$ cat config.mk
export PLATFORM = sky130hd
export DESIGN_NAME = bit_serializer
export DESIGN_NICKNAME = d
export VERILOG_FILES = /design/src/rtl/bit_serializer.sv
export SDC_FILE = /design/constraint.sdc
export NUM_CORES = 1
export LEC_CHECK = 0
export ABC_AREA = 0
export CAP_MARGIN = 20
export CORE_MARGIN = 2
export CORE_UTILIZATION = 44
export CTS_CLUSTER_SIZE = 16
export DETAILED_ROUTE_END_ITERATION = 16
export PLACE_DENSITY_LB_ADDON = 0.12
export SYNTH_ARGS = -nofsm -noshare
export SYNTH_HDL_FRONTEND = slang
export SYNTH_SLANG_ARGS = --single-unit
export TNS_END_PERCENT = 10
$ cat constraint.sdc
create_clock -name clk -period 1.1 [get_ports clk]
set_clock_uncertainty 0.05 [all_clocks]
set_input_delay 0.22 -clock clk [delete_from_list [all_inputs] [get_ports clk]]
set_output_delay 0.22 -clock clk [all_outputs]
set_load 0.005 [all_outputs]
$ cat src/rtl/bit_serializer.sv
// -----------------------------------------------------------------------------
// bit_serializer
//
// Accepts a WIDTH-bit word through a valid/ready handshake and emits it
// LSB first on d, one bit per clock with en=1, followed by a one-cycle done
// pulse in IDLE. Every output is decoded from registered state only, so no
// input reaches an output combinationally.
//
// Optional feature: define BIT_SERIALIZER_PARITY_EN to append one even-parity
// bit (XOR of the captured word) after the MSB. done then follows that cycle.
//
// Handshake: a word transfers on a rising edge where load_valid=1 and
// load_ready=1. The source holds load_data/load_valid until that edge.
// load_valid is ignored while load_ready=0.
//
// Ports
//   clk         in   clock, all state changes on the rising edge
//   reset       in   asynchronous, active-low reset
//   load_data   in   [WIDTH-1:0] word to transmit
//   load_valid  in   load_data is valid
//   load_ready  out  block can accept a word
//   d           out  serial data bit
//   en          out  d carries a valid bit this cycle
//   busy        out  a word is being shifted out
//   done        out  one-cycle pulse after the last bit of a word
// -----------------------------------------------------------------------------
module bit_serializer #(
  parameter int WIDTH = 8
) (
  input  logic             clk,
  input  logic             reset,
  input  logic [WIDTH-1:0] load_data,
  input  logic             load_valid,
  output logic             load_ready,
  output logic             d,
  output logic             en,
  output logic             busy,
  output logic             done
);

`ifdef BIT_SERIALIZER_PARITY_EN
  localparam int NBITS = WIDTH + 1;
`else
  localparam int NBITS = WIDTH;
`endif
  localparam int            CW   = $clog2(NBITS);
  localparam logic [CW-1:0] LAST = CW'(NBITS - 1);

  typedef enum logic {IDLE = 1'b0, SHIFT = 1'b1} state_t;

  state_t           state;
  state_t           next_state;
  logic [NBITS-1:0] shreg;
  logic [CW-1:0]    cnt;
  logic             done_q;
  logic             ready_q;
  logic             take;
  logic             last_bit;
  logic [NBITS-1:0] capture;

  // ready_q is only ever 1 while in IDLE, so this alone qualifies a transfer.
  assign take     = load_valid & ready_q;
  assign last_bit = (state == SHIFT) && (cnt == LAST);

`ifdef BIT_SERIALIZER_PARITY_EN
  assign capture = {^load_data, load_data};
`else
  assign capture = load_data;
`endif

  // State register
  always_ff @(posedge clk or negedge reset) begin
    if (!reset) state <= IDLE;
    else        state <= next_state;
  end

  // Next-state logic
  always_comb begin
    next_state = state;
    case (state)
      IDLE:    if (take)     next_state = SHIFT;
      SHIFT:   if (last_bit) next_state = IDLE;
      default: next_state = IDLE;
    endcase
  end

  // Datapath: shift register, bit counter and the registered handshake/done.
  // ready_q tracks the state we are about to enter, which makes it 0 through
  // reset, 1 from the first edge after release, and 1 in the done cycle.
  always_ff @(posedge clk or negedge reset) begin
    if (!reset) begin
      shreg   <= '0;
      cnt     <= '0;
      done_q  <= 1'b0;
      ready_q <= 1'b0;
    end else begin
      ready_q <= (next_state == IDLE);
      done_q  <= last_bit;
      if (state == IDLE) begin
        if (take) begin
          shreg <= capture;
          cnt   <= '0;
        end
      end else begin
        shreg <= shreg >> 1;
        cnt   <= cnt + CW'(1);
      end
    end
  end

  // Output decode from registers only
  always_comb begin
    load_ready = ready_q;
    busy       = (state == SHIFT);
    en         = (state == SHIFT);
    d          = (state == SHIFT) & shreg[0];
    done       = done_q;
  end

endmodule

# Word-level counts from Yosys, hierarchy flattened
# Index checks and enable logic that the tools add are counted.
# op_classes
add_sub_neg	1
n_eq_ne	1
reduce_logical	2
muxes	7
n_bitwise	4
# op_table
op	count
$mux 8	2
$mux 3	2
$add 3x1->3 const B	1
$eq 3x3->1 const B	1
$and 1x1->1	2
$mux 1	2
$not 1->1	2
$pmux 1 s2	1
$reduce_bool 2->1	1
$logic_and 1x1->1	1
# word_totals
register_bits	14
word_cells	20
input_bits	11

# Depth between registers and ports, before layout
# Gate-level depths: netlist of run 1.
# logic_depth
ltp_word	5
depth_mapped	4

# Worst setup path after synthesis of run 1
# No wires, ideal clock.
# synth_path
path_kind	register to register
startpoint	register cnt[0]
endpoint	register ready_q, in the netlist load_ready
stages_incl_launch_ff	4
path_slack_ns	-0.060
arrival_time_ns	0.985
synth_period_minus_slack_ns	1.160
path_cell_list	dfrtp_1 > ha_1 > ha_1 > mux2_2
# synth_via
elab_chain_cells	5
# synth_rtl
element	line	text
start, declared	54	logic [CW-1:0] cnt;
start signal, assigned	106	cnt <= cnt + CW'(1);
$eq 3x3->1	63	assign last_bit = (state == SHIFT) && (cnt == LAST);
$logic_and 1x1->1	63	
$mux 1	82	SHIFT: if (last_bit) next_state = IDLE;
$pmux 1 s2	80	case (state)
$not 1->1	97	ready_q <= (next_state == IDLE);
end signal, assigned	97	
end, declared	56	logic ready_q;
# Every way passes these cells.
# A chain may end at the register's enable or synchronous reset.

# Worst setup path after layout of run 1
# layout_path
startpoint	register state, in the netlist busy
endpoint	register shreg[6]
# layout_via
elab_chain_cells	1
# layout_rtl
element	line	text
start, declared	51	state_t state;
start signal, assigned	74	else state <= next_state;
$mux 8 or $reduce_bool 2->1 (tied branches)	-	
end signal, assigned	101	shreg <= capture;
end signal, assigned	105	shreg <= shreg >> 1;
end, declared	53	logic [NBITS-1:0] shreg;
# Several ways; a longest one is shown, not always the timed one.

==> reports/results.ini, run 1 <==
[run_status]
status=finished with violations
violations=setup timing

[placed_design]
dp.final_hpwl_mm=1.111
place.gp.congestion=0.7382
dpl.cell_count=104
portBuffers=15

[clock_tree]
cts-root-buf=clkbuf_4
worstSkewPairLatency_ns=0.28
clkTransAtPathRegs_ns=0.09
cts_buffers=3
cts.sink_count=14
cts_buffer_depth=2
cts_tree=yes
cts_htree_levels=1

[drt]
drc=0
route.vias.total=602
firstDrtPassIters=4
wirelength_mm=1.812
wire_per_inst_um=16.04
avgViaCountPerCell=5.327
ant_nets=0
drt-initial-drc-count=3

[synth]
syn_nets=84
synth_top_cell_area_share_pct=44.80
syn_area_um2=782.0
synth-seq-cells=14
synth-compound-area-share_pct=18.40
synth_xor_xnor_area_share_pct=0
synth_cells=70
yosysMostFrequentCell=dfrtp_1
yosysTopAreaCell=dfrtp_1
synth_mux_area_share_pct=2.720
ys_seq_area_share_pct=44.80
synth_fa_ha_area_share_pct=4.800
synth_top_family_by_area=simple AND/OR/NAND/NOR gates
synth_common_cells=dfrtp_1, nand2_1, inv_1, nand4b_1, o311ai_2
async_reset_ff_share_pct=100.0
synthFlopType=dfrtp_1
yosys.area_share.simple_pct=19.20
synth-edff-count=0
syn_area_per_cell_um2=11.17
ys_types=19
yosys_warnings=0
synth.area.top_cells=dfrtp_1, o311ai_2, nand4b_1

[worst_setup_path]
required_ns=1.24
r2r_end=shreg[6]$_DFFE_PN0P_
cp_max_fo=5
worstPathCellList=buf_6 > buf_6 > buf_6 > nand4b_1 > o311ai_4
cp_top_family=flip-flops
cp.arrival_ns=1.42
r2r_cells=5
r2r_setup_slack_ns=-0.18
crit_path_end_kind=flop
setup.worst_path.class=reg -> reg
crit_top_cell=buf_6
slowest_stage=dfrtp_1
timing.rr.start=busy$_DFF_PN0_
crit_path_max_incr_delay_ns=0.44
crit_buf_inv=3
cp-start-kind=flop

[job]
cap_violations=0

[timing]
slew_headroom_pct=84.83
tns_ns=-1.582
setup_ws_ns=-0.1768
grt_setup_unrepaired=true
finalCriticalPeriod_ns=1.277
fin_crit_sh_pct=116.1
clock.fmax_mhz=783.2
drv_slew=0
setup_violations=15
max_slew.worst_pin.slew_ns=0.2272
hold_viol=0

[global_routing]
grt_start_max_net_pins=15
grt-ovfl-total=0
grt_pass1_wl_mm=2.898
grtUsageTotal_pct=20.63
grt_pass1_vias=598
antenna_found_initial=0

[pwr]
power_frac_seq_pct=29.9
power.share.combinational_pct=56.6
internal_power_mw=1.778
leakagePower_nw=0.5111
p_switching_mw=1.007
vdd_ir_drop_max_v=0.001233
power_density_nw_per_um2=2398
swShare_pct=36.15
clkPwrFrac_pct=13.5

[die]
start_util_pct=46.30
placementRows=15
die_y_um=46.16
top_level_ports=16
die-area_um2=2130
core_area_um2=1689
die_x_um=46.16

[finish]
layout.cells.non_filler=113
num_antenna_cells=0
fin_nets=111
drive_gt1_share_pct=41.67
syn_to_final_growth_pct=48.48

[min_path]
hold_path_class=in -> async

[worst register-to-register path: stages, from the launching register on]
cell and delay (ns):
dfrtp_1 0.44, buf_6 0.14, buf_6 0.12, buf_6 0.12, nand4b_1 0.22, o311ai_4 0.10
[stage by stage]
stage	hold WS (ns)	power, mW	util [%]	cell area (um^2)	setup slack (ns)
3_5_place_dp	0.4460	1.994	59.33	1002	-0.2587
4_1_cts	0.1848	2.642	66.52	1124	-0.1717
6_report	0.1856	2.784	68.74	1161	-0.1768
2_1_floorplan	-0.1256	1.592	-	790.8	-0.01239
3_3_place_gp	0.4434	1.971	59.33	1002	-0.2530
5_1_grt	0.1977	3.000	68.74	1161	-0.2093
[kinds of logic after synthesis]
| group | Yosys count |
|---|---|
| AND/OR/NAND/NOR | 25 |
| buffers and inverters | 14 |
| flip-flops | 14 |
| AO/OA/AOI/OAI | 12 |
| adder cells (fa/ha/maj) | 3 |
| multiplexers | 2 |
[layer usage]
metal | global-route usage, % | routed length, um | part of all wire, %
met4 | 6.857 | 29 | 1.6
met2 | 31.11 | 813 | 45
met1 | 26.28 | 844 | 47
met3 | 9.020 | 124 | 6.8
met5 | 0 | 0 | 0
[final cells by class]
cell class	count	area, um^2
Multi-Input combinational cell	42	436.7
Sequential cell	14	350.3
Clock buffer	4	36.28
Inverter	7	26.28
Tap cell	17	21.27
Timing Repair Buffer	29	290.3
Fill cell	128	528.0
[sequential cells by signal, indices dropped and copies added, names as in the netlist]
name	count
busy	1
cnt	3
done	1
load_ready	1
shreg	8
[power groups by stage]
stage | combinational, mW | clock [mW] | sequential, mW
after detailed placement | 1.16 | 0 | 0.835
final | 1.58 | 0.376 | 0.831
after global routing | 1.72 | 0.431 | 0.853
after global placement | 1.14 | 0 | 0.829
after floorplan | 0.770 | 0 | 0.822
after CTS | 1.43 | 0.392 | 0.823
[cell usage in the layout (no fill, tap or decap)]
cell,instances
and2_1,1
buf_2,2
o21ai_2,2
nand4b_1,7
clkbuf_2,2
and2_4,2
inv_1,7
a21bo_1,1
clkdlybuf4s50_1,10
nand3_1,1
dfrtp_1,14
nand2_1,8
o311ai_4,5
nand2b_4,1
clkdlybuf4s15_1,1
clkbuf_4,3
mux2i_1,1
nand2b_1,3
a21oi_1,1
buf_12,2
buf_4,4
clkbuf_8,1
o21ai_1,1
ha_2,3
o311ai_2,2
buf_6,8
mux2_4,1
nand2_2,2
[repair_timing]
action                                  CTS  global route
gates resized for setup                  26            11
pin swaps                                 1             2
buffers inserted                          4             0
cloned                                    1             0
hold buffers                              0             0
endpoints found under the setup margin    8            19
[worst max-delay path by stage]
stage / from / end / depth (start not counted)
6_report: busy$_DFF_PN0_ / shreg[6]$_DFFE_PN0P_ / 5
5_1_grt: busy$_DFF_PN0_ / d / 2
4_1_cts: busy$_DFF_PN0_ / d / 2
3_5_place_dp: load_valid / shreg[5]$_DFFE_PN0P_ / 4
3_3_place_gp: load_valid / shreg[5]$_DFFE_PN0P_ / 4
2_1_floorplan: cnt[1]$_DFFE_PN0P_ / load_ready$_DFF_PN0_ / 3
Note: power is estimated with default switching activity, not from simulation.
==> inputs of run 2 (changes only) <==
Settings changed: ABC_AREA 0 to not set.
==> results of run 2 <==
No change in the layout: final DEF, timing and power equal those of run 1.
==> inputs of run 3 (changes only) <==
Settings changed: MAX_ROUTING_LAYER set to met4.
==> reports/results.ini, run 3 (same netlist as run 1, synthesis figures left out) <==
[placed_design]
pre_cts_ws_ns=-0.2587  ; unchanged
portBuffers=15  ; unchanged
place.gp.congestion=0.7473  ; was 0.7382
dp.final_hpwl_mm=1.111  ; unchanged
placed_cell_area_um2=1002  ; unchanged

[pwr]
swShare_pct=36.16  ; was 36.15%
internal_power_mw=1.778  ; about the same
vdd_ir_drop_max_v=0.001235  ; was 0.001233 V
p_switching_mw=1.007  ; about the same
power_mw=2.784  ; about the same
power_density_nw_per_um2=2398  ; about the same
clkPwrFrac_pct=13.6  ; was 13.5%
power_frac_seq_pct=29.9  ; about the same
power.share.combinational_pct=56.5  ; was 56.6%
leakagePower_nw=0.5111  ; unchanged

[worst_setup_path]
crit_path_end_kind=flop  ; unchanged
setup.worst_path.class=reg -> reg  ; unchanged
cp.arrival_ns=1.42  ; about the same
cp-start-kind=flop  ; unchanged
cp_max_fo=5  ; unchanged
required_ns=1.24  ; about the same

[finish]
num-fill-cells=128  ; unchanged
final_common_cell=dfrtp_1  ; unchanged
layout_common_cells=dfrtp_1, clkdlybuf4s50_1, nand2_1, buf_6  ; unchanged
num_antenna_cells=0  ; unchanged
drive_gt1_share_pct=41.67  ; unchanged
fin_nets=111  ; unchanged
top_regs=shreg x8, cnt x3  ; unchanged
largest_reg_flops=8  ; unchanged
fin_area_um2=1161  ; unchanged
regArea_um2=350.3  ; unchanged
multiInputGateArea_um2=436.7  ; unchanged
syn_to_final_growth_pct=48.48  ; unchanged
top_register=shreg  ; unchanged

[drt]
wirelength_met1_um=868  ; was 844 um
drc=0  ; unchanged
highest_layer=met4  ; unchanged
wl_met3_um=112  ; was 124 um
drt-initial-drc-count=2  ; was 3
route.vias.total=596  ; was 602
met2WireLength_um=807  ; was 813 um
ant_nets=0  ; unchanged
wire_per_inst_um=16.06  ; was 16.04 um
wirelength_mm=1.815  ; was 1.812 mm
firstDrtPassIters=2  ; was 4
avgViaCountPerCell=5.274  ; was 5.327

[die]
top_level_ports=16  ; unchanged
die-area_um2=2130  ; unchanged
start_util_pct=46.30  ; unchanged
core_area_um2=1689  ; unchanged
placementRows=15  ; unchanged
die_x_um=46.16  ; unchanged
die_y_um=46.16  ; unchanged

[job]
cap_violations=0  ; unchanged

[clock_tree]
cts_tree=yes  ; unchanged
cts-root-buf=clkbuf_4  ; unchanged
cts_buffers=3  ; unchanged
cts.sink_count=14  ; unchanged
cts_htree_levels=1  ; unchanged
clkTransAtPathRegs_ns=0.09  ; about the same
cts_buffer_depth=2  ; unchanged
worstSkewPairLatency_ns=0.28  ; about the same
ctsHoldBuffers=0  ; unchanged

[run_status]
status=finished with violations  ; unchanged
violations=setup timing  ; unchanged

[global_routing]
grt-ovfl-total=0  ; unchanged
grt_start_max_net_pins=15  ; unchanged
grt_pass1_vias=596  ; was 598
grtUsageTotal_pct=21.32  ; was 20.63%
antenna_found_initial=0  ; unchanged
grt_pass1_wl_mm=2.904  ; was 2.898 mm

[timing]
finalCriticalPeriod_ns=1.280  ; was 1.277 ns
fin_crit_sh_pct=116.4  ; was 116.1%
grt_setup_unrepaired=true  ; unchanged
clock.fmax_mhz=780.9  ; was 783.2 MHz
hold_viol=0  ; unchanged
max_slew.worst_pin.slew_ns=0.2273  ; was 0.2272 ns
setup_violations=15  ; unchanged
slew_headroom_pct=84.82  ; was 84.83%
drv_slew=0  ; unchanged
setup_ws_ns=-0.1805  ; was -0.1768 ns

[min_path]
hold_path_class=in -> async  ; unchanged

==> run 3: layout make-up <==
| class | instances | share of cell area [%] |
|---|---|---|
| Inverter | 7 | 2.263 |
| Timing Repair Buffer | 29 | 25.00 |
| Clock buffer | 4 | 3.125 |
| Sequential cell | 14 | 30.17 |
| Multi-Input combinational cell | 42 | 37.61 |
| Tap cell | 17 | 1.832 |
==> run 3: worst paths after layout <==
kind                                       from                    to  slack, ns  depth (start not counted)
hold reg to reg            shreg[5]$_DFFE_PN0P_  shreg[4]$_DFFE_PN0P_       0.46                          2
setup reg to reg                 busy$_DFF_PN0_  shreg[6]$_DFFE_PN0P_      -0.18                          5
setup / recovery                 busy$_DFF_PN0_  shreg[6]$_DFFE_PN0P_      -0.18                          5
hold / removal                            reset        done$_DFF_PN0_       0.18                          2
min in group clk                   load_data[7]  shreg[7]$_DFFE_PN0P_       0.45                          3
max in group asynchronous                 reset  shreg[5]$_DFFE_PN0P_       0.64                          2
==> run 3: metrics by stage <==
step	hold WS, ns	setup TNS (ns)	cells	utilization, %
2_1_floorplan	-0.1256	-0.01239	70	-
3_3_place_gp	0.4434	-3.062	104	59.33
3_5_place_dp	0.4460	-3.249	104	59.33
4_1_cts	0.1848	-1.440	113	66.52
5_1_grt	0.1977	-2.164	113	68.74
6_report	0.1847	-1.623	113	68.74
==> run 3: timing repair <==
item                       4_1_cts  5_1_grt
gates cloned                     1        0
setup buffers                    4        0
setup endpoints to repair        8       19
resized for setup               26       11
pin swaps                        1        2
==> run 3: power by group through the flow <==
stage / Clock [mW] / Sequential, mW / Combinational, mW
2_1_floorplan: 0 / 0.822 / 0.770
3_3_place_gp: 0 / 0.829 / 1.14
3_5_place_dp: 0 / 0.835 / 1.16
4_1_cts: 0.392 / 0.823 / 1.43
5_1_grt: 0.431 / 0.853 / 1.72
6_report: 0.377 / 0.833 / 1.57
==> run 3: layer usage <==
layer  up-vias  global-route usage (%)
li1        295                       -
met2        14                   31.11
met3         4                   8.627
met1       283                   26.76
met4         0                   6.857
met5         -                       -
==> run 3: worst max-delay path: stages (launching register included) <==
cell	delay (ns)
dfrtp_1	0.44
buf_6	0.15
buf_6	0.12
buf_6	0.12
nand4b_1	0.22
o311ai_4	0.10
